===== src/rtl/synth_pkg.sv =====
// Shared types and defaults for the polyphonic voice allocator.
package synth_pkg;

  localparam int NUM_VOICES_DEFAULT = 8;
  localparam int NOTE_W_DEFAULT     = 5;
  localparam int AGE_W_DEFAULT      = 8;

  typedef logic [NOTE_W_DEFAULT-1:0] note_t;

  typedef enum logic [1:0] {
    IDLE,
    SCAN,
    COMMIT
  } alloc_state_t;

endpackage


===== src/rtl/voice_allocator_if.sv =====
// Note event channel from the PS/2 note decoder into the voice allocator.
interface voice_allocator_if #(
  parameter int NOTE_W = 5
);

  logic              ev_valid;
  logic              ev_ready;
  logic              ev_on;
  logic [NOTE_W-1:0] ev_note;

  modport master (
    output ev_valid,
    output ev_on,
    output ev_note,
    input  ev_ready
  );

  modport slave (
    input  ev_valid,
    input  ev_on,
    input  ev_note,
    output ev_ready
  );

endinterface


===== src/rtl/voice_age_tracker.sv =====
// Per-voice saturating age counters; a touched voice restarts at zero while the rest grow older.
module voice_age_tracker #(
  parameter int NUM_VOICES = 8,
  parameter int AGE_W      = 8,
  parameter int IDX_W      = $clog2(NUM_VOICES)
) (
  input  logic             clk,
  input  logic             reset_n,
  input  logic             touch,
  input  logic [IDX_W-1:0] touch_idx,
  input  logic [IDX_W-1:0] scan_idx,
  input  logic [AGE_W-1:0] cmp_age,
  output logic [AGE_W-1:0] scan_age,
  output logic             scan_older
);

  localparam logic [AGE_W-1:0] AGE_MAX = '1;

  logic [AGE_W-1:0] age_q [NUM_VOICES];
  logic [AGE_W-1:0] age_d [NUM_VOICES];

  always_comb begin
    for (int v = 0; v < NUM_VOICES; v++) begin
      age_d[v] = age_q[v];
      if (touch) begin
        if (IDX_W'(v) == touch_idx) begin
          age_d[v] = '0;
        end else if (age_q[v] != AGE_MAX) begin
          age_d[v] = age_q[v] + 1'b1;
        end
      end
    end
  end

  always_ff @(posedge clk or negedge reset_n) begin
    if (!reset_n) begin
      for (int v = 0; v < NUM_VOICES; v++) begin
        age_q[v] <= '0;
      end
    end else begin
      for (int v = 0; v < NUM_VOICES; v++) begin
        age_q[v] <= age_d[v];
      end
    end
  end

  // Strictly greater, so equal ages keep the earlier (lower-index) candidate.
  assign scan_age   = age_q[scan_idx];
  assign scan_older = (scan_age > cmp_age);

endmodule


===== src/rtl/voice_allocator.sv =====
// Polyphonic voice scheduler: walks the voices one per cycle, then commits a note-on/off with
// retrigger, free-voice, releasing-voice and oldest-gated-steal priority.
module voice_allocator
  import synth_pkg::*;
#(
  parameter int NUM_VOICES = NUM_VOICES_DEFAULT,
  parameter int NOTE_W     = NOTE_W_DEFAULT,
  parameter int AGE_W      = AGE_W_DEFAULT
) (
  input  logic                         clk,
  input  logic                         reset_n,
  voice_allocator_if.slave             ev,
  input  logic [NUM_VOICES-1:0]        voice_idle,
  output logic [NUM_VOICES-1:0]        voice_gate,
  output logic [NUM_VOICES*NOTE_W-1:0] voice_note,
  output logic [NUM_VOICES-1:0]        voice_trig,
  output logic                         steal
);

  localparam int               IDX_W    = $clog2(NUM_VOICES);
  localparam logic [IDX_W-1:0] LAST_IDX = IDX_W'(NUM_VOICES - 1);

  alloc_state_t state_q, state_d;
  logic                         run_q;
  logic [IDX_W-1:0]             idx_q, idx_d;
  logic                         ev_on_q, ev_on_d;
  logic [NOTE_W-1:0]            ev_note_q, ev_note_d;
  logic [NUM_VOICES-1:0]        gate_q, gate_d;
  logic [NUM_VOICES*NOTE_W-1:0] note_q, note_d;
  logic [NUM_VOICES-1:0]        trig_q, trig_d;
  logic                         steal_q, steal_d;

  logic             same_found_q, same_found_d;
  logic [IDX_W-1:0] same_idx_q, same_idx_d;
  logic             free_found_q, free_found_d;
  logic [IDX_W-1:0] free_idx_q, free_idx_d;
  logic             rel_found_q, rel_found_d;
  logic [IDX_W-1:0] rel_idx_q, rel_idx_d;
  logic [AGE_W-1:0] rel_age_q, rel_age_d;
  logic             gat_found_q, gat_found_d;
  logic [IDX_W-1:0] gat_idx_q, gat_idx_d;
  logic [AGE_W-1:0] gat_age_q, gat_age_d;

  logic              ready;
  logic              cur_gate;
  logic              cur_idle;
  logic [NOTE_W-1:0] cur_note;
  logic [AGE_W-1:0]  cmp_age;
  logic [AGE_W-1:0]  scan_age;
  logic              scan_older;
  logic              touch;
  logic [IDX_W-1:0]  chosen_idx;
  logic              chosen_steal;

  // run_q holds ev_ready low until the first edge after reset release.
  assign ready       = run_q && (state_q == IDLE);
  assign ev.ev_ready = ready;

  assign cur_gate = gate_q[idx_q];
  assign cur_idle = voice_idle[idx_q];
  assign cur_note = note_q[idx_q*NOTE_W +: NOTE_W];
  assign cmp_age  = cur_gate ? gat_age_q : rel_age_q;

  voice_age_tracker #(
    .NUM_VOICES (NUM_VOICES),
    .AGE_W      (AGE_W),
    .IDX_W      (IDX_W)
  ) u_age (
    .clk        (clk),
    .reset_n    (reset_n),
    .touch      (touch),
    .touch_idx  (chosen_idx),
    .scan_idx   (idx_q),
    .cmp_age    (cmp_age),
    .scan_age   (scan_age),
    .scan_older (scan_older)
  );

  always_comb begin
    chosen_idx   = gat_idx_q;
    chosen_steal = 1'b0;
    if (same_found_q) begin
      chosen_idx = same_idx_q;
    end else if (free_found_q) begin
      chosen_idx = free_idx_q;
    end else if (rel_found_q) begin
      chosen_idx = rel_idx_q;
    end else begin
      chosen_steal = 1'b1;
    end
  end

  always_comb begin
    state_d      = state_q;
    idx_d        = idx_q;
    ev_on_d      = ev_on_q;
    ev_note_d    = ev_note_q;
    gate_d       = gate_q;
    note_d       = note_q;
    trig_d       = '0;
    steal_d      = 1'b0;
    touch        = 1'b0;
    same_found_d = same_found_q;
    same_idx_d   = same_idx_q;
    free_found_d = free_found_q;
    free_idx_d   = free_idx_q;
    rel_found_d  = rel_found_q;
    rel_idx_d    = rel_idx_q;
    rel_age_d    = rel_age_q;
    gat_found_d  = gat_found_q;
    gat_idx_d    = gat_idx_q;
    gat_age_d    = gat_age_q;

    unique case (state_q)
      IDLE: begin
        if (ev.ev_valid && ready) begin
          ev_on_d      = ev.ev_on;
          ev_note_d    = ev.ev_note;
          idx_d        = '0;
          same_found_d = 1'b0;
          free_found_d = 1'b0;
          rel_found_d  = 1'b0;
          rel_age_d    = '0;
          gat_found_d  = 1'b0;
          gat_age_d    = '0;
          state_d      = SCAN;
        end
      end

      SCAN: begin
        if (cur_gate) begin
          if (!same_found_q && (cur_note == ev_note_q)) begin
            same_found_d = 1'b1;
            same_idx_d   = idx_q;
          end
          if (!gat_found_q || scan_older) begin
            gat_found_d = 1'b1;
            gat_idx_d   = idx_q;
            gat_age_d   = scan_age;
          end
        end else if (cur_idle) begin
          if (!free_found_q) begin
            free_found_d = 1'b1;
            free_idx_d   = idx_q;
          end
        end else if (!rel_found_q || scan_older) begin
          rel_found_d = 1'b1;
          rel_idx_d   = idx_q;
          rel_age_d   = scan_age;
        end

        if (idx_q == LAST_IDX) begin
          state_d = COMMIT;
        end else begin
          idx_d = idx_q + 1'b1;
        end
      end

      COMMIT: begin
        if (ev_on_q) begin
          gate_d[chosen_idx]                     = 1'b1;
          note_d[chosen_idx*NOTE_W +: NOTE_W]    = ev_note_q;
          trig_d[chosen_idx]                     = 1'b1;
          steal_d                                = chosen_steal;
          touch                                  = 1'b1;
        end else begin
          // Note stays latched on released voices so the release tail keeps its pitch.
          for (int v = 0; v < NUM_VOICES; v++) begin
            if (gate_q[v] && (note_q[v*NOTE_W +: NOTE_W] == ev_note_q)) begin
              gate_d[v] = 1'b0;
            end
          end
        end
        state_d = IDLE;
      end

      default: state_d = IDLE;
    endcase
  end

  always_ff @(posedge clk or negedge reset_n) begin
    if (!reset_n) begin
      state_q      <= IDLE;
      run_q        <= 1'b0;
      idx_q        <= '0;
      ev_on_q      <= 1'b0;
      ev_note_q    <= '0;
      gate_q       <= '0;
      note_q       <= '0;
      trig_q       <= '0;
      steal_q      <= 1'b0;
      same_found_q <= 1'b0;
      same_idx_q   <= '0;
      free_found_q <= 1'b0;
      free_idx_q   <= '0;
      rel_found_q  <= 1'b0;
      rel_idx_q    <= '0;
      rel_age_q    <= '0;
      gat_found_q  <= 1'b0;
      gat_idx_q    <= '0;
      gat_age_q    <= '0;
    end else begin
      state_q      <= state_d;
      run_q        <= 1'b1;
      idx_q        <= idx_d;
      ev_on_q      <= ev_on_d;
      ev_note_q    <= ev_note_d;
      gate_q       <= gate_d;
      note_q       <= note_d;
      trig_q       <= trig_d;
      steal_q      <= steal_d;
      same_found_q <= same_found_d;
      same_idx_q   <= same_idx_d;
      free_found_q <= free_found_d;
      free_idx_q   <= free_idx_d;
      rel_found_q  <= rel_found_d;
      rel_idx_q    <= rel_idx_d;
      rel_age_q    <= rel_age_d;
      gat_found_q  <= gat_found_d;
      gat_idx_q    <= gat_idx_d;
      gat_age_q    <= gat_age_d;
    end
  end

  assign voice_gate = gate_q;
  assign voice_note = note_q;
  assign voice_trig = trig_q;
  assign steal      = steal_q;

endmodule


===== src/flat_wrapper.sv =====
// flat-port wrapper written by rule: the top's interface ports become plain ports
module voice_allocator_flat import synth_pkg::*;
#(
  parameter int NUM_VOICES = NUM_VOICES_DEFAULT,
  parameter int NOTE_W     = NOTE_W_DEFAULT,
  parameter int AGE_W      = AGE_W_DEFAULT
)
  (clk, reset_n, voice_idle, voice_gate, voice_note, voice_trig, steal, ev_ev_valid, ev_ev_on, ev_ev_note, ev_ev_ready);
  voice_allocator_if #(.NOTE_W(NOTE_W)) ev_i ();
  input  logic clk;
  input  logic reset_n;
  input  logic [NUM_VOICES-1:0] voice_idle;
  output logic [NUM_VOICES-1:0] voice_gate;
  output logic [NUM_VOICES*NOTE_W-1:0] voice_note;
  output logic [NUM_VOICES-1:0] voice_trig;
  output logic steal;
  input wire logic [$bits(ev_i.ev_valid)-1:0] ev_ev_valid;
  input wire logic [$bits(ev_i.ev_on)-1:0] ev_ev_on;
  input wire logic [$bits(ev_i.ev_note)-1:0] ev_ev_note;
  output wire logic [$bits(ev_i.ev_ready)-1:0] ev_ev_ready;
  assign ev_i.ev_valid = ev_ev_valid;
  assign ev_i.ev_on = ev_ev_on;
  assign ev_i.ev_note = ev_ev_note;
  assign ev_ev_ready = ev_i.ev_ready;
  voice_allocator #(.NUM_VOICES(NUM_VOICES), .NOTE_W(NOTE_W), .AGE_W(AGE_W)) u_core (.clk(clk), .reset_n(reset_n), .ev(ev_i), .voice_idle(voice_idle), .voice_gate(voice_gate), .voice_note(voice_note), .voice_trig(voice_trig), .steal(steal));
endmodule

===== config.mk =====
export PLATFORM = sky130hd
export DESIGN_NAME = voice_allocator_flat
export DESIGN_NICKNAME = d
export VERILOG_FILES = /design/src/rtl/synth_pkg.sv /design/src/rtl/voice_allocator_if.sv /design/src/rtl/voice_age_tracker.sv /design/src/rtl/voice_allocator.sv /design/src/flat_wrapper.sv
export SDC_FILE = /design/constraint.sdc
export NUM_CORES = 1
export LEC_CHECK = 0
export ABC_AREA = 1
export BUFFER_PORTS_ARGS = -buffer_cell sky130_fd_sc_hd__buf_2
export CAP_MARGIN = 20
export CORE_ASPECT_RATIO = 0.75
export CORE_MARGIN = 3
export CORE_UTILIZATION = 50
export CTS_CLUSTER_DIAMETER = 120
export DETAILED_ROUTE_END_ITERATION = 12
export PLACE_DENSITY_LB_ADDON = 0.12
export SYNTH_ARGS = -nofsm -noshare
export SYNTH_HDL_FRONTEND = slang
export SYNTH_SLANG_ARGS = --single-unit

===== constraint.sdc =====
create_clock -name clk -period 8.6 [get_ports clk]
set_input_delay 0.86 -clock clk [delete_from_list [all_inputs] [get_ports clk]]
set_output_delay 0.86 -clock clk [all_outputs]
set_load 0.05 [all_outputs]

; ---- After elaboration in Yosys (flattened, before gate mapping)
; Cells that the tools add are included.
[classes]
shift = 3
n_lt_le_gt_ge = 5
mux = 76
bitwise_logic = 5
addsub = 10
multipliers = 2
div_mod_pow = 0
eq_ne = 37
n_reduce_logical = 64
[ops]
columns = operator, n
row1 = 8-bit 2-to-1 mux, 28
row2 = "8-bit by 1-bit adder with 8-bit output, second input constant", 8
row3 = "8-bit inequality test, second input constant", 8
row4 = 5-bit == test, 9
row5 = 40-bit bitwise mux, 1
row6 = "5-bit by 34-bit variable shift with 40-bit output, first input constant", 1
row7 = 40-bit by 7-bit variable part select with 5-bit output, 1
row8 = 5-bit by 34-bit variable part select with 40-bit output, 1
row9 = 2-bit AND reduction, 19
row10 = 6-bit negator with 34-bit output, 1
row11 = 2-bit nonzero test, 17
row12 = 8-bit one-hot mux with 2 select lines, 2
row13 = 1-bit 2-to-1 mux, 28
row14 = 8-bit binary-select mux with 3-bit select, 1
row15 = 4-bit AND reduction, 5
row16 = 3-bit 2-to-1 mux, 5
row17 = "3-bit == test, first input constant", 4
row18 = 1-bit logical AND, 12
row19 = "3-bit by 3-bit multiplier with 6-bit output, second input constant", 2
row20 = "2-bit by 1-bit inequality test with 1-bit output, second input constant", 6
row21 = 3-bit AND reduction, 3
row22 = 8-bit greater-than comparator, 1
row23 = "3-bit by 4-bit < comparator with 1-bit output, second input constant", 2
row24 = "2-bit inequality test, second input constant", 4
row25 = other kinds (22), 33
[word_totals]
inputBits = 17
romBits = 0
ramBits = 0
elab_cells = 236
out_inout_bits = 58
latchBits = 0
register_bits = 165
n_memories = 0

; ---- Longest topological paths before layout
; Gate-level depths: netlist of run 1.
[logic_depth]
depth_word = 10
ltp_mapped = 22
ltp_nobuf = 20

; ---- Modules after synthesis
; From an unflattened synthesis of run 1, not the netlist that was laid out.
[unflattened]
cells_unflattened = 1387
area_unflattened_um2 = 9979.6
[by_module_without_submodules]
columns = module, seq_area_each_um2, n_inst, cells_per_inst, area_per_inst_um2
row1 = voice_allocator, 2527.4, 1, 718, 5524.0
row2 = voice_age_tracker, 1601.5, 1, 669, 4455.5

; ---- Worst setup path after synthesis of run 1
; OpenSTA, ideal clock, no wires.
[synth_path]
kind = register to register
from = register u_core.gate_q[1] (netlist: u_core.voice_gate[1])
to = register u_core.rel_found_q
n_path_buf = 1
arrival_ns = 2.670
synth_period_minus_slack_ns = 2.738
setup_ns = 0.067
t_required_ns = 8.533
setup_slack_ns = 5.862
stages_incl_launch_ff = 21
cell_sequence = dfrtp_1 inv_1 nand2_1 o211ai_1 nand2_1 nand2_1 nand2_1 buf_6 mux2i_1 ha_1 inv_1 nor2_1 o21bai_1 nand2_1 nand2_1 nand3_1 o21ai_0 nand3_1 nand2_2 nand2_1 nand2_1
[synth_between]
elab_chain_cells = 7
elab_cells_between_ends = 8
cone_classes = 1 x order compare / 2 x eq/ne / 3 x mux / 2 x reduce/logical
[synth_lines]
columns = element, line_no
row1 = from (decl), voice_allocator.sv:28  ; logic [NUM_VOICES-1:0] gate_q, gate_d;
row2 = from (signal assigned), voice_allocator.sv:208  ; gate_q <= gate_d;
row3 = 1-bit binary-select mux with 3-bit select *, voice_allocator.sv:59  ; assign cur_gate = gate_q[idx_q];
row4 = 1-bit 2-to-1 mux (implied by the code) *, voice_allocator.sv:59
row5 = 8-bit 2-to-1 mux, voice_allocator.sv:62  ; assign cmp_age = cur_gate ? gat_age_q : rel_age_q;
row6 = 8-bit greater-than comparator, voice_age_tracker.sv:49  ; assign scan_older = (scan_age > cmp_age);
row7 = 1-bit logical OR, voice_allocator.sv:146  ; end else if (!rel_found_q || scan_older) begin
row8 = 2-bit by 1-bit inequality test with 1-bit output (no source line), -
row9 = 5-bit AND reduction (no source line) *, -
row10 = to (signal assigned), voice_allocator.sv:216  ; rel_found_q <= rel_found_d;
row11 = to (decl), voice_allocator.sv:37  ; logic rel_found_q, rel_found_d;
; Every way passes the cells marked *; elsewhere a longest branch is shown, timed or not. The select of a mux whose other input is x is not followed.
; A chain may end at the register's enable or synchronous reset.

; ---- Worst setup path in the final report of run 1
[layout_path]
from = register u_core.idx_q[2]
to = register u_core.rel_age_q[0]
[layout_between]
elab_chain_cells = 8
elab_cells_between_ends = 19
cone_classes = 1 x order compare / 3 x eq/ne / 12 x mux / 1 x bitwise / 2 x reduce/logical
[layout_lines]
columns = element, line_no
row1 = from (decl), voice_allocator.sv:25  ; logic [IDX_W-1:0] idx_q, idx_d;
row2 = from (signal assigned), voice_allocator.sv:205  ; idx_q <= idx_d;
row3 = 3-bit NOT with 4-bit output (implied by the code), voice_age_tracker.sv:48  ; assign scan_age = age_q[scan_idx];
row4 = 8-bit binary-select mux with 3-bit select, voice_age_tracker.sv:48
row5 = 8-bit 2-to-1 mux (implied by the code) (2 in a row), voice_age_tracker.sv:48
row6 = 8-bit greater-than comparator or 8-bit 2-to-1 mux (tied branches), "voice_age_tracker.sv:49, voice_allocator.sv:146"
row7 = 1-bit logical OR or 8-bit 2-to-1 mux (tied branches), "voice_allocator.sv:146, voice_allocator.sv:141"
row8 = 2-bit by 1-bit inequality test with 1-bit output (no source line) or 8-bit 2-to-1 mux (tied branches), -
row9 = 5-bit AND reduction (no source line) or 8-bit one-hot mux with 2 select lines (tied branches), -
row10 = to (signal assigned), voice_allocator.sv:218  ; rel_age_q <= rel_age_d;
row11 = to (decl), voice_allocator.sv:39  ; logic [AGE_W-1:0] rel_age_q, rel_age_d;
; Parallel ways exist; a longest one is shown, timed or not. The select of a mux whose other input is x is not followed.

==> results.cfg, run 1 <==
[worst_setup_path]
crit_fanout = 19
criticalPathCategory = flip-flop to flip-flop
ff2ff_path_depth = 13
end_kind = flip-flop
cp_slowest_cell = dfrtp_1
path_buf_inv = 1
ff2ff_setup_slack_ns = 4.51
cp_cell_sequence = clkinv_1 > nand2_1 > nand2_1 > mux2i_1 > ha_1 > nand2_1 > nor2_1 > nand3_1 > o21ai_0 > nand3_1 > nand2_2 > nand2_1 > nand2_1
regToRegStartpoint = u_core.idx_q[2]
max_stage_delay_ns = 0.77
cpLargestDelayFamily = simple AND/OR/NAND/NOR gates
cp-start-kind = flip-flop
crit_arrival_ns = 4.46
cp_common_cell = nand2_1
rr_endpoint = u_core.rel_age_q[0]
cp.required_ns = 8.97

[layout]
multiInputGateArea_um2 = 4750
antenna_cells = 0
final_cell_mix = nand2_1 (287), dfrtp_1 (164), nand3_1 (123), inv_1 (116), o21ai_0 (113)
nets = 1354
mostFrequentLayoutCell = nand2_1
syn2layout_area_growth_pct = 10.6
ff_latch_area_um2 = 4130
fillers = 1765
layout-drive-gt1-share = 0.126

[grt]
grt.total_usage = 0.273
grt-ovfl-total = 0
grt_start_max_net_pins = 93
antenna_found_initial = 0
grt_pass1_wl_um = 45700
first_global_vias = 8018

[yosys]
synth.ff_latch_count = 165
synth_top_family_by_area = simple AND/OR/NAND/NOR gates
synth_cells = 1261
synth_fa_ha_area_frac = 0.0310
synth-xor-area-share = 0.0253
netlist_area_um2 = 9700
syn_avg_cell_area_um2 = 7.69
ys_seq_area_frac = 0.426
synthDistinctLibCells = 51
yosys.area_share.simple = 0.278
muxShareOfSynthArea = 0.0107
synth_warnings = 0
synth.net_count = 1302
synth_compound_area_frac = 0.144

[cts]
path_clk_slew_ns = 0.07
clk_path_buf_depth = 2
clock-root-buffer = clkbuf_16
cts_hold_buffers = 0
insertion_delay_ns = 0.43
h-tree-depth = 4
cts_resized = 0
cts_sinks = 165
cts_inserted_buffers = 17
post_cts_buffers = 0
cts_tree = built

[min_path]
hold_path_class = input port to async pin

[floorplanning]
dieArea_um2 = 21100
ios = 75
core_um2 = 18800
start_util = 0.517
die_x_um = 167
die_y_um = 127
row_count = 43

[routing]
num_vias = 9009
dr.pass1.iters = 7
wirelength_um = 28800
via_per_inst = 5.73
first_iter_violations = 1008
wire_per_inst_um = 18.3
drt_drc_violations_left = 0
drtAntennaViolNets = 0

[sta]
max_freq_ghz = 0.244
fin_ws_ns = 4.51
clock_skew_ns = 0.0131
tns_ns = 0
fin_crit_sh = 0.476
setup_violations = 0
fin_crit_ns = 4.09
report.final.hold_viol_count = 0
relSlewSlack = 0.374
tightest_slew_ns = 0.939
rsz0062_at_grt = false
slew_viol_final = 0

[place]
io_buffers = 74
dp_hpwl_um = 21000
place_ws_ns = 4.67
place.gp.congestion = 0.916

[run]
cap_violations = 0

[power_and_ir_drop]
power_leakage_nw = 5.22
powerDensity_nw_per_um2 = 341
peakVddDrop_v = 0.000194

[status]
status = complete, no violations
[synth_stat cells, drive strengths merged]
library cell | n | area [um^2]
nand2 | 300 | 1170
dfrtp | 165 | 4130
o21ai | 140 | 719
nand3 | 128 | 673
inv | 127 | 482
nor2 | 101 | 429
a21oi | 73 | 380
nor3 | 40 | 215
buf | 30 | 254
xor2 | 26 | 228
ha | 24 | 300
clkbuf | 17 | 63.8
nand4 | 14 | 93.8
o22ai | 12 | 75.1
nor4 | 8 | 50.1
mux2i | 7 | 70.1
a211oi | 5 | 37.5
a31oi | 5 | 31.3
clkinv | 5 | 18.8
o211ai | 5 | 37.5
nor3b | 4 | 30.0
o21a | 4 | 30.0
mux2 | 3 | 33.8
a2111oi | 2 | 17.5
a221oi | 2 | 17.5
and3 | 2 | 12.5
nand3b | 2 | 15.0
o2111ai | 2 | 17.5
o211a | 2 | 20.0
xnor2 | 2 | 17.5
a32oi | 1 | 8.76
conb | 1 | 3.75
o21bai | 1 | 7.51
or2 | 1 | 6.26
[metal layers]
metal / track usage / wire, um / vias up
li1: - / - / 4320
met1: 0.441 / 14300 / 4258
met2: 0.363 / 11200 / 407
met3: 0.0760 / 3030 / 24
met4: 0.0490 / 250 / 0
met5: 0 / 0 / -
[worst max-delay path by stage]
stage	startpoint	endpoint	slack, ns	cells after the start
5_1_grt	u_core.idx_q[2]	u_core.gat_idx_q[2]	4.20	13
6_report	u_core.idx_q[2]	u_core.rel_age_q[0]	4.51	13
3_5_place_dp	u_core.idx_q[2]	u_core.rel_age_q[0]	4.67	13
3_3_place_gp	u_core.idx_q[2]	u_core.rel_found_q	4.66	13
4_1_cts	u_core.idx_q[2]	u_core.rel_age_q[0]	4.59	13
2_1_floorplan	u_core.voice_gate[1]	u_core.rel_found_q	5.86	20
[metrics by stage]
stage                     total power (W)  area (um^2)  utilization  hold slack [ns]  std cells
after floorplan                   0.00235         9700            -            0.441       1261
after global placement            0.00280        10100        0.539            0.461       1541
after detailed placement          0.00281        10100        0.539            0.470       1541
after CTS                         0.00362        10700        0.571            0.487       1573
after global routing              0.00391        10700        0.571            0.511       1573
final                             0.00366        10700        0.571            0.485       1573
[cells by family after synthesis]
kind of cell / after synthesis
AOI/OAI and AO/OA: 254
buffers and inverters: 179
other: 1
DFF: 165
xor gates and xnor gates: 28
and+or+nand+nor: 600
muxes: 10
adders and majority gates: 24
[cell type report]
cell class              instances  share of cell area
well taps                     247              0.0288
clock buffers                  19              0.0422
clock inverters                13              0.0150
inverters                     132              0.0467
flip-flops and latches        165               0.385
multi-input cells             917               0.443
repair buffers                 80              0.0393
[where the power goes]
group          total [W]  switching [W]  internal [W]
Clock           0.000810       0.000354      0.000456
Sequential       0.00103       0.000131      0.000897
Combinational    0.00182        0.00134      0.000480
Total            0.00366        0.00182       0.00183
[flip-flops by register name, summed over array words and instances (netlist names), 2 cells and up]
| register | flops |
|---|---|
| u_core.gat_age_q | 8 |
| u_core.ev_note_q | 5 |
| u_core.voice_trig | 8 |
| u_core.free_idx_q | 3 |
| u_core.voice_gate | 8 |
| u_core.u_age.age_q | 64 |
| u_core.same_idx_q | 3 |
| u_core.voice_note | 40 |
| u_core.rel_age_q | 8 |
| u_core.idx_q | 3 |
| u_core.gat_idx_q | 3 |
| u_core.state_q | 2 |
| u_core.rel_idx_q | 3 |
(Power assumes the default switching activity.)
==> run 2, diff against run 1 <==
--- a/config.mk
+++ b/config.mk
@@ -5,7 +5,7 @@
 export SDC_FILE = /design/constraint.sdc
 export NUM_CORES = 1
 export LEC_CHECK = 0
-export ABC_AREA = 1
+export ABC_AREA = 0
 export BUFFER_PORTS_ARGS = -buffer_cell sky130_fd_sc_hd__buf_2
 export CAP_MARGIN = 20
 export CORE_ASPECT_RATIO = 0.75
==> constraint.sdc (replaced) <==
create_clock -name clk -period 4.07 [get_ports clk]
set_input_delay 0.407 -clock clk [delete_from_list [all_inputs] [get_ports clk]]
set_output_delay 0.407 -clock clk [all_outputs]
set_load 0.05 [all_outputs]
==> run 2 against run 1 <==
Critical path depth fell by 1. Worst hold slack got worse by 0.42 ns. Synthesized cell count shrank 29%. Clock skew fell by 0.0013 ns. Critical path type unchanged. Critical endpoint is now u_core.rel_idx_q[0]. Via count decreased by 21%. Sequential cell count did not move.
==> results.cfg, run 2 <==
[status]
status = complete, no violations

[grt]
gr-usage-met1 = 0.420
top_usage_layer = met1
antenna_found_initial = 0
grt_pass1_wl_um = 39100
grt-ovfl-total = 0
grtUsageMet3 = 0.0522
grt_start_max_net_pins = 93
first_global_vias = 6691
use_met2 = 0.332
grt.total_usage = 0.254

[layout]
syn2layout_area_growth_pct = 13.3
fin_area_um2 = 10500
nets = 999
largest_reg_flops = 64
antenna_cells = 0
fillers = 1553
mostFrequentLayoutCell = dfrtp_1
max_flop_register = u_core.u_age.age_q
layout-drive-gt1-share = 0.213
final_cell_mix = dfrtp_1 (164), nand2_1 (121), buf_2 (73), xnor2_1 (52), nor2_1 (48)
final_cells = 1213

[yosys]
ys_seq_area_frac = 0.447
syn_avg_cell_area_um2 = 10.4
synth_edf_count = 0
yosys-top-cells-area = dfrtp_1 (45%), mux4_2 (6.6%), xnor2_1 (4.9%)
synth_warnings = 0
synthFlopType = dfrtp_1
synth-async-reset-ratio = 1.00
synthDistinctLibCells = 63
synth_common_cells = dfrtp_1 (165), nand2_1 (121), xnor2_1 (52), nor2_1 (48), o21ai_0 (45)
yosysTopAreaCellShare = 0.447
yosysTopAreaCell = dfrtp_1
netlist_area_um2 = 9250
synth.net_count = 931
yosys.cell_count.top_type = dfrtp_1
synth.ff_latch_count = 165
synth_cells = 890

[power_and_ir_drop]
power_w = 0.00596
power_leakage_nw = 4.90
netSwitchingFraction = 0.401
power_frac_comb = 0.369
p_int_w = 0.00357
power.share.clock = 0.275
power.switching_w = 0.00239
peakVddDrop_v = 0.000243
powerDensity_nw_per_um2 = 569
p_seq_frac = 0.357

[worst_setup_path]
crit_arrival_ns = 3.88
cp-start-kind = flip-flop
cp.required_ns = 4.38
criticalPathCategory = flip-flop to flip-flop
ff2ff_path_depth = 12
end_kind = flip-flop
crit_fanout = 17

[cts]
cts_tree = built
cts_hold_buffers = 0
insertion_delay_ns = 0.43
cts_sinks = 165
clk_path_buf_depth = 2
cts_inserted_buffers = 17
h-tree-depth = 4
post_cts_buffers = 0
clock-root-buffer = clkbuf_16
cts_resized = 0
path_clk_slew_ns = 0.07

[routing]
num_vias = 7135
wirelength_um = 24700
drtAntennaViolNets = 0
via_per_inst = 5.88
dr.pass1.iters = 5
first_iter_violations = 770
drt_drc_violations_left = 0
wire_per_inst_um = 20.3

[place]
dp.cells = 1181
place.gp.congestion = 0.879
dp_hpwl_um = 18000
placement.cell_area_um2 = 9880
io_buffers = 74

[sta]
max_freq_ghz = 0.280
report.final.hold_viol_count = 0
slew_viol_final = 0
relSlewSlack = 0.275
tns_ns = 0
tightest_slew_ns = 1.09
whs_ns = 0.0658
setup_violations = 0
clock_skew_ns = 0.0118
fin_crit_ns = 3.57
rsz0062_at_grt = false
fin_crit_sh = 0.877

[floorplanning]
core_um2 = 17900
start_util = 0.518
dieArea_um2 = 20200
ios = 75
row_count = 42
die_y_um = 124
die_x_um = 163

[min_path]
hold_path_class = input port to async pin

[run]
cap_violations = 0
## run 2: cell types whose count changed in the layout (fill, tap and decap cells not counted), moves of 30 or more
cell,change
xnor2_1,+50
mux2_2,+32
inv_1,-99
o21ai_0,-68
nand3_1,-92
nor2_1,-41
nand2_1,-166
a21oi_1,-30
## run 2: path summary, 6_finish.rpt
| path | from | to | slack, ns |
|---|---|---|---|
| worst min-delay path | reset_n | u_core.u_age.age_q[57] | 0.07 |
| worst max register to register | u_core.idx_q[1] | u_core.rel_idx_q[0] | 0.50 |
| max in group asynchronous | reset_n | u_core.voice_note[25] | 3.08 |
| worst min register to register | u_core.gat_found_q | u_core.gat_found_q | 0.50 |
| worst max-delay path | u_core.idx_q[1] | u_core.rel_idx_q[0] | 0.50 |
| min in group clk | ev_ev_note[1] | u_core.ev_note_q[1] | 0.20 |
## run 2: worst max-delay path, stage by stage (launching register included)
cell and delay, ns:
dfrtp_1 0.69, mux4_2 0.44, mux2i_1 0.17, buf_4 0.24
mux2i_1 0.23, ha_1 0.27, a21o_1 0.16, a21oi_1 0.18
o21ai_0 0.12, o31ai_2 0.28, buf_4 0.29, nor2_2 0.08
mux2_2 0.30
## run 2: stage by stage
step                utilization  worst slack (ns)
finish                    0.586             0.502
detailed placement        0.553             0.503
global placement          0.553             0.676
CTS                       0.586             0.493
global route              0.586             0.258
floorplan                     -             0.646
## run 2: final cells by class
class / instances / area, um^2 / area share
inverters: 21 / 78.8 / 0.00752
well taps: 242 / 303 / 0.0289
clock inverters: 14 / 165 / 0.0158
repair buffers: 94 / 539 / 0.0515
multi-input cells: 659 / 4830 / 0.461
flip-flops and latches: 165 / 4130 / 0.394
clock buffers: 18 / 429 / 0.0410
## run 2: cells by family after synthesis
logic type | Yosys count | share of synthesized area
AO/OA/AOI/OAI | 152 | 0.105
XOR/XNOR | 84 | 0.0796
adder cells (fa/ha/maj) | 24 | 0.0325
buffers and inverters | 66 | 0.0310
flip-flops | 165 | 0.447
multiplexers | 98 | 0.149
other | 1 | 0.000406
AND/OR/NAND/NOR | 300 | 0.155
## run 2: power by group through the flow
stage	sequential (W)	clock, W	combinational, W
global placement	0.00214	0	0.00214
CTS	0.00212	0.00167	0.00218
finish	0.00213	0.00164	0.00220
detailed placement	0.00215	0	0.00217
global route	0.00216	0.00173	0.00239
floorplan	0.00203	0	0.00170
## run 2: layer usage
metal / share of wire / vias up
met5: 0 / -
li1: - / 3323
met3: 0.075 / 19
met4: 0.0091 / 0
met1: 0.51 / 3540
met2: 0.41 / 253
==> run 3, diff against run 2 <==
==> constraint.sdc (replaced) <==
create_clock -name clk -period 3.91 [get_ports clk]
set_input_delay 0.391 -clock clk [delete_from_list [all_inputs] [get_ports clk]]
set_output_delay 0.391 -clock clk [all_outputs]
set_load 0.05 [all_outputs]
==> run 3 against run 2 <==
Combinational power rose by 6%. Cell count hardly changed. Sequential power is 5% higher. Clock-buffer cell count is the same. Design area fell by 0.26%. Critical path type unchanged. Highest routed layer unchanged.
==> results.cfg, run 3 (synthesis results as in run 2) <==
[worst_setup_path]
ff2ff_setup_slack_ns = 0.21
cp_slowest_cell = mux4_2
cp-start-kind = flip-flop
path_buf_inv = 2
cpLargestDelayFamily = multiplexers
cp.required_ns = 4.25
crit_fanout = 11
crit_arrival_ns = 4.04
cp_cell_sequence = mux4_2 > mux2i_1 > buf_4 > mux2_2 > ha_1 > nor2b_1 > o211ai_1 > a21oi_1 > o32ai_1 > a21boi_2 > buf_4 > mux2i_1
criticalPathCategory = flip-flop to flip-flop
max_stage_delay_ns = 0.61
end_kind = flip-flop

[grt]
grt_pass1_wl_um = 39400
first_global_vias = 6604
grt_start_max_net_pins = 100
grt.total_usage = 0.259
antenna_found_initial = 0
grt-ovfl-total = 0

[cts]
insertion_delay_ns = 0.44
cts_inserted_buffers = 17
path_clk_slew_ns = 0.08
cts_sinks = 165
clk_path_buf_depth = 2
h-tree-depth = 4
clock-root-buffer = clkbuf_16
cts_resized = 1
cts_tree = built
post_cts_buffers = 0
cts_hold_buffers = 0

[routing]
wl_met1_um = 13000
first_iter_violations = 788
drt_drc_violations_left = 0
wire_per_inst_um = 20.8
dr_wl_met3_um = 1940
via_per_inst = 5.94
drtAntennaViolNets = 0
route.met2.wl_um = 10100
top_layer_used = met4
dr.pass1.iters = 5
wirelength_um = 25200
num_vias = 7195

[floorplanning]
core_um2 = 17900
dieArea_um2 = 20200
ios = 75
start_util = 0.518
row_count = 42
die_y_um = 124
die_x_um = 163

[run]
cap_violations = 0

[sta]
slew_viol_final = 0
tightest_slew_ns = 1.03
max_freq_ghz = 0.270
rsz0062_at_grt = false
clock_skew_ns = 0.0140
setup_violations = 0
report.final.hold_viol_count = 0
relSlewSlack = 0.310
fin_crit_ns = 3.70
fin_crit_sh = 0.946
fin_ws_ns = 0.212

[status]
status = complete, no violations

[layout]
final_cells = 1212
antenna_cells = 0
final_cell_mix = dfrtp_1 (164), nand2_1 (121), buf_2 (73), xnor2_1 (52), nor2_1 (48)
syn2layout_area_growth_pct = 13.0
fin_area_um2 = 10400
max_flop_register = u_core.u_age.age_q
nets = 998
mostFrequentLayoutCell = dfrtp_1
layout-drive-gt1-share = 0.213
largest_reg_flops = 64

[place]
io_buffers = 74
place.gp.congestion = 0.925
place_ws_ns = -0.0412
dp_hpwl_um = 18100
placement.cell_area_um2 = 9870
dp.cells = 1180

[power_and_ir_drop]
peakVddDrop_v = 0.000331
power_w = 0.00623
powerDensity_nw_per_um2 = 596
power_leakage_nw = 4.89

[min_path]
hold_path_class = input port to async pin
## run 3: final cells by class
class / instances / area, um^2
timing repair buffer: 93 / 532
clock buffer: 18 / 429
sequential: 165 / 4130
fill: 1582 / 7420
clock inverter: 14 / 141
tap: 242 / 303
inverter: 21 / 78.8
multi-input combinational: 659 / 4830
## run 3: worst paths after layout
check                                          start                endpoint  depth (start not counted)
worst max-delay path                 u_core.idx_q[0]     u_core.gat_age_q[4]                         12
worst min-delay path                         reset_n  u_core.u_age.age_q[58]                          1
worst max register to register       u_core.idx_q[0]     u_core.gat_age_q[4]                         12
worst min register to register  u_core.voice_gate[5]    u_core.voice_gate[5]                          1
max in group asynchronous                    reset_n  u_core.u_age.age_q[18]                          2
min in group clk                       ev_ev_note[0]     u_core.ev_note_q[0]                          2
## run 3: report_power, final
part           switching [W]  total, W  internal, W
Combinational        0.00146   0.00233     0.000877
Clock               0.000777   0.00167     0.000893
Sequential          0.000344   0.00223      0.00188
Total                0.00258   0.00623      0.00365
## run 3: metal layers
| layer | up-vias | global-route usage |
|---|---|---|
| met5 | - | 0 |
| met3 | 19 | 0.0705 |
| met4 | 0 | 0.0497 |
| met2 | 241 | 0.326 |
| met1 | 3604 | 0.433 |
| li1 | 3331 | - |
## run 3: metrics by stage
stage | util | hold slack, ns | TNS, ns
after floorplan | - | 0.0954 | 0
after CTS | 0.585 | 0.108 | 0
after global routing | 0.585 | 0.125 | 0
after global placement | 0.553 | 0.466 | 0
after detailed placement | 0.553 | 0.480 | -0.0483
final | 0.585 | 0.0583 | 0
